## config.mk

```make
export PLATFORM = sky130hd
export DESIGN_NAME = exp_src_arbiter
export DESIGN_NICKNAME = d
export VERILOG_FILES = /design/src/rtl/exp_src_arbiter.sv
export SDC_FILE = /design/constraint.sdc
export NUM_CORES = 1
export LEC_CHECK = 0
export ABC_AREA = 1
export BUFFER_PORTS_ARGS = -buffer_cell sky130_fd_sc_hd__buf_2
export CAP_MARGIN = 5
export CORE_MARGIN = 5
export CORE_UTILIZATION = 44
export DETAILED_ROUTE_END_ITERATION = 8
export PLACE_DENSITY = 0.76
export SETUP_SLACK_MARGIN = 0.5
export SKIP_CTS_REPAIR_TIMING = 1
export SYNTH_ARGS = -nofsm -noshare
export SYNTH_HDL_FRONTEND = slang
export SYNTH_SLANG_ARGS = --single-unit
```

## constraint.sdc

```tcl
create_clock -name clk -period 1 [get_ports clk]
set_input_delay 0.3 -clock clk [delete_from_list [all_inputs] [get_ports clk]]
set_output_delay 0.3 -clock clk [all_outputs]
set_load 0.02 [all_outputs]
```

## src/rtl/exp_src_arbiter.sv

```systemverilog
// ---------------------------------------------------------------------------
// exp_src_arbiter
//
// Purpose:
//   Front end for CP0's ExpSrc0/1/2 inputs. Three asynchronous request lines
//   are synchronised and rising-edge detected. Each edge is latched as
//   pending. A software mask decides which pending bits may be arbitrated.
//   Only one request is issued at a time, in fixed priority (bit 0 highest).
//   An issued request is held until CP0 accepts it with has_exp. The block
//   then waits for is_eret before it arbitrates again.
//
// Optional feature (macro EXP_TIMEOUT_EN):
//   A request left in REQ for TIMEOUT cycles without has_exp is withdrawn.
//   Its pending bit stays set, and req_timeout pulses for one cycle.
//   Without the macro, REQ waits indefinitely. In that build the req_timeout
//   port and the counter do not exist.
//
// Parameters:
//   SYNC_STAGES  synchroniser depth per line (>= 2)
//   MASK_RST     mask value after reset (1 = source enabled)
//   TIMEOUT      REQ cycle limit (used only with EXP_TIMEOUT_EN)
//
// Ports:
//   clk          system clock, rising edge
//   rst_n        asynchronous active-low reset
//   irq_in       raw asynchronous request lines, bit 0 highest priority
//   mask_we      mask register write strobe
//   mask_wdata   new mask value
//   exp_block    CP0 ExpBlock: no new request is issued while high
//   has_exp      CP0 HasExp: the issued request is accepted
//   is_eret      CP0 IsEret: the handler is returning
//   exp_src      one-hot request vector to CP0
//   pending      latched pending bits (before masking)
//   mask         current mask register
//   in_service   one-hot source in REQ or SERVICE
//   req_timeout  one-cycle timeout pulse (EXP_TIMEOUT_EN only)
// ---------------------------------------------------------------------------
module exp_src_arbiter #(
    parameter int         SYNC_STAGES = 2,
    parameter logic [2:0] MASK_RST    = 3'b111,
    parameter int         TIMEOUT     = 16
) (
    input  logic       clk,
    input  logic       rst_n,
    input  logic [2:0] irq_in,
    input  logic       mask_we,
    input  logic [2:0] mask_wdata,
    input  logic       exp_block,
    input  logic       has_exp,
    input  logic       is_eret,
    output logic [2:0] exp_src,
    output logic [2:0] pending,
    output logic [2:0] mask,
`ifdef EXP_TIMEOUT_EN
    output logic       req_timeout,
`endif
    output logic [2:0] in_service
);

    typedef enum logic [1:0] {
        ST_IDLE    = 2'd0,
        ST_REQ     = 2'd1,
        ST_SERVICE = 2'd2
    } state_t;

    // Elaboration-time sanity checks on the configuration.
    if (SYNC_STAGES < 2) begin : g_bad_sync_stages
        $error("exp_src_arbiter: SYNC_STAGES must be 2 or more");
    end
    if (TIMEOUT < 1) begin : g_bad_timeout
        $error("exp_src_arbiter: TIMEOUT must be 1 or more");
    end

    state_t     state_reg;
    logic [2:0] exp_src_reg;
    logic [2:0] in_service_reg;
    logic [2:0] pending_reg;
    logic [2:0] pending_next;
    logic [2:0] mask_reg;
    logic [2:0] edge_det;
    logic [2:0] elig;
    logic [2:0] sel_onehot;
    logic [2:0] accept_clr;

    // -----------------------------------------------------------------------
    // Per-line synchroniser plus one delay flop for rising-edge detection.
    // -----------------------------------------------------------------------
    genvar gi;
    for (gi = 0; gi < 3; gi++) begin : g_sync
        logic [SYNC_STAGES-1:0] sync_reg;
        logic                   dly_reg;

        always_ff @(posedge clk or negedge rst_n) begin
            if (!rst_n) begin
                sync_reg <= '0;
                dly_reg  <= 1'b0;
            end else begin
                sync_reg <= {sync_reg[SYNC_STAGES-2:0], irq_in[gi]};
                dly_reg  <= sync_reg[SYNC_STAGES-1];
            end
        end

        assign edge_det[gi] = sync_reg[SYNC_STAGES-1] & ~dly_reg;
    end

    // -----------------------------------------------------------------------
    // Pending bits. An acceptance clears the serviced bit. An edge arriving
    // in the same cycle re-sets it, so that edge is not lost.
    // -----------------------------------------------------------------------
    always_comb begin
        accept_clr = 3'b000;
        if (state_reg == ST_REQ && has_exp) begin
            accept_clr = in_service_reg;
        end
        pending_next = (pending_reg & ~accept_clr) | edge_det;
    end

    always_ff @(posedge clk or negedge rst_n) begin
        if (!rst_n) begin
            pending_reg <= 3'b000;
        end else begin
            pending_reg <= pending_next;
        end
    end

    always_ff @(posedge clk or negedge rst_n) begin
        if (!rst_n) begin
            mask_reg <= MASK_RST;
        end else if (mask_we) begin
            mask_reg <= mask_wdata;
        end
    end

    // Lowest set bit of the eligible vector: x & -x isolates it.
    assign elig       = pending_reg & mask_reg;
    assign sel_onehot = elig & (~elig + 3'd1);

    // -----------------------------------------------------------------------
    // Issue state machine. All of its outputs are registered.
    // -----------------------------------------------------------------------
`ifdef EXP_TIMEOUT_EN
    localparam int CNT_W = (TIMEOUT < 2) ? 1 : $clog2(TIMEOUT);
    logic [CNT_W-1:0] cnt_reg;
    logic             req_timeout_reg;
`endif

    always_ff @(posedge clk or negedge rst_n) begin
        if (!rst_n) begin
            state_reg       <= ST_IDLE;
            exp_src_reg     <= 3'b000;
            in_service_reg  <= 3'b000;
`ifdef EXP_TIMEOUT_EN
            cnt_reg         <= '0;
            req_timeout_reg <= 1'b0;
`endif
        end else begin
`ifdef EXP_TIMEOUT_EN
            req_timeout_reg <= 1'b0;
`endif
            case (state_reg)
                ST_IDLE: begin
                    if (!exp_block && elig != 3'b000) begin
                        state_reg      <= ST_REQ;
                        exp_src_reg    <= sel_onehot;
                        in_service_reg <= sel_onehot;
`ifdef EXP_TIMEOUT_EN
                        cnt_reg        <= '0;
`endif
                    end else begin
                        exp_src_reg <= 3'b000;
                    end
                end
                ST_REQ: begin
                    // The request is held as issued. It is not re-arbitrated
                    // and is not withdrawn by exp_block.
                    if (has_exp) begin
                        exp_src_reg <= 3'b000;
                        state_reg   <= ST_SERVICE;
                    end
`ifdef EXP_TIMEOUT_EN
                    else if (cnt_reg == CNT_W'(TIMEOUT - 1)) begin
                        exp_src_reg     <= 3'b000;
                        in_service_reg  <= 3'b000;
                        state_reg       <= ST_IDLE;
                        req_timeout_reg <= 1'b1;
                    end else begin
                        cnt_reg <= cnt_reg + 1'b1;
                    end
`endif
                end
                ST_SERVICE: begin
                    exp_src_reg <= 3'b000;
                    if (is_eret) begin
                        in_service_reg <= 3'b000;
                        state_reg      <= ST_IDLE;
                    end
                end
                default: begin
                    state_reg      <= ST_IDLE;
                    exp_src_reg    <= 3'b000;
                    in_service_reg <= 3'b000;
                end
            endcase
        end
    end

    assign exp_src    = exp_src_reg;
    assign in_service = in_service_reg;
    assign pending    = pending_reg;
    assign mask       = mask_reg;
`ifdef EXP_TIMEOUT_EN
    assign req_timeout = req_timeout_reg;
`endif

endmodule
```

==> flow_summary.toml <==
[outcome]
outcome = "finished, violations left"
violations = "negative hold slack, negative setup slack"

[finish]
num-nets-final = 131
layout-drive-gt1-share = 0.653
antennaDiodeCount = 0
fin_cells = 145
synthToLayoutAreaGrowth_pct = 52.0
largest_register_ffs = 6

[global_route]
grt-ovfl-total = 0
grt_usage = 0.129
antenna_found_initial = 0
grt_pass1_wl_um = 2650
grt_pass1_vias = 596
grt_use_met3 = 0.0249
grt_max_degree = 24
met1_usage = 0.157
use_met2 = 0.217
top_usage_layer = "met2"

[die]
rows = 16
design.core.area_sq_mm = 0.00190
die_h_um = 54.2
die_w_um = 54.2
io_pins = 24
fp.dieArea_sq_mm = 0.00293
initial_utilization = 0.451

[logic_synthesis]
yosysWarningCount = 0
yosysSeqAreaShare = 0.675
synth-adder-area-share = 0
synthCells = 79
synthXorXnorAreaFrac = 0
syn_area_sq_um = 858
synth_area_per_cell_sq_um = 10.9
synth_top_family_by_area = "simple AND/OR/NAND/NOR gates"
synth-compound-area-share = 0.0321
synthMuxAreaShare = 0.0394
yosysUniqueCellTypes = 13
yosys.area_share.simple = 0.214
synth_nets = 91
yosys_register_bits = 23

[run]
drv_cap = 0

[worst_setup_path]
endpoint_kind = "primary output"
ff2ff_setup_slack_ns = -0.14
critPathKind = "reg2out"
cp_num_buf_inv = 1
worstPathCellList = "buf_6"
cp.arrival_ns = 0.98
crit_path_start = "mask[1]$_DFFE_PN1P_"
r2r-end = "in_service[1]$_DFFE_PN0P_"
rr_startpoint = "state_reg[0]$_DFFE_PN0P_"
max_stage_delay_ns = 0.56
required_ns = 0.70
rr_worst_depth = 7
startpoint_type = "register"
cp_slowest_cell = "dfstp_2"
cp_top_family = "flip-flops"
crit_path_max_fanout = 2

[sta]
holdWs_ns = -0.0952
fin_ws_ns = -0.277
hold_violations = 20
fmax_mhz = 783
maxSlewHeadroom = 0.755
setup_viol = 22
skew_ns = 0.000880
rsz0062_at_grt = "yes"
period_share = 1.28
slew_violations = 0
worst-slew-pin-transition_ns = 0.365
period_minus_slack_ns = 1.28

[drt]
vias = 671
vias_per_cell = 4.63
drt-total-wl_um = 2040
postRouteAntennaNets = 0
dr.pass1.iters = 4
wl_per_cell_um = 14.1
drt_iter0_drc = 12
drc = 0

[hold_path]
min_path_type = "in2async"

[clock_network]
cts_sinks = 23
clk_latency_ns = 0.30
cts_tree = "done"
clockRootBuffer = "clkbuf_4"
numCtsBuffers = 3
clock_tree.buffer_depth = 2
path_clk_slew_ns = 0.12
htreeDepth = 1

[placement]
preCtsSetupSlack_ns = -0.0348
gp_routability_congestion = 0.857
io_buffers = 23
place_inst = 130
dp_hpwl_um = 1250

[power]
ir_drop_mv = 1.34
leakagePower_nw = 0.666
powerDensity_mw_per_mm2 = 2340
## report_power, final
group          leakage [nW]  total [mW]  internal (mW)  switching [mW]
Clock                0.0150       0.426          0.155           0.271
Combinational         0.389        1.34          0.618           0.724
Sequential            0.263        1.28           1.13           0.157
## stage by stage
step / total power [mW] / hold slack, ns / instance area (sq um) / setup TNS (ns) / util
global placement: 2.06 / 0.246 / 1050 / -0.00711 / 0.553
detailed placement: 2.09 / 0.246 / 1050 / -0.187 / 0.553
floorplan: 1.81 / 0.00441 / 883 / -0.0502 / -
global route: 3.24 / -0.117 / 1310 / -4.38 / 0.686
finish: 3.05 / -0.0952 / 1310 / -3.21 / 0.686
CTS: 2.50 / -0.0918 / 1080 / -3.11 / 0.567
## synth_stat cells, drive strengths merged
cell type,count,area share
o31ai,1,0.0087
inv,9,0.039
mux2,3,0.039
o21ai,4,0.023
nand3,8,0.047
nor2,6,0.035
nand2,25,0.13
dfrtp,20,0.58
dfstp,3,0.092
## per-layer routing
layer,share of wire,vias up
li1,-,324
met1,0.40,325
met4,0.017,0
met3,0.063,4
met2,0.52,18
met5,0,-
## kinds of logic after synthesis
| logic type | Yosys count |
|---|---|
| DFF | 23 |
| and+or+nand+nor | 39 |
| buffers and inverters | 9 |
| AOI/OAI and AO/OA | 5 |
| muxes | 3 |
## how the worst max path moves through the flow
stage                                 to  cells after the start
3_3_place_gp   in_service[2]$_DFFE_PN0P_                      3
6_report                         mask[1]                      1
4_1_cts                          mask[2]                      1
5_1_grt                          mask[0]                      1
3_5_place_dp   in_service[1]$_DFFE_PN0P_                      6
2_1_floorplan  in_service[0]$_DFFE_PN0P_                      5
## layout by cell type (no fill, tap or decap), drive strengths merged
cell,instances
inv,9
o21ai,4
o31ai,1
dfstp,3
buf,35
nand3,8
nand2,25
mux2,3
clkbuf,4
nor2,6
dfrtp,20
## final cells by class
type                       count  area [sq um]
inverter                       9          33.8
clock buffer                   4          26.3
tap                           27          33.8
sequential                    23           588
multi-input combinational     47           330
timing repair buffer          35           293
fill                         133           597
(Power assumes the default switching activity.)
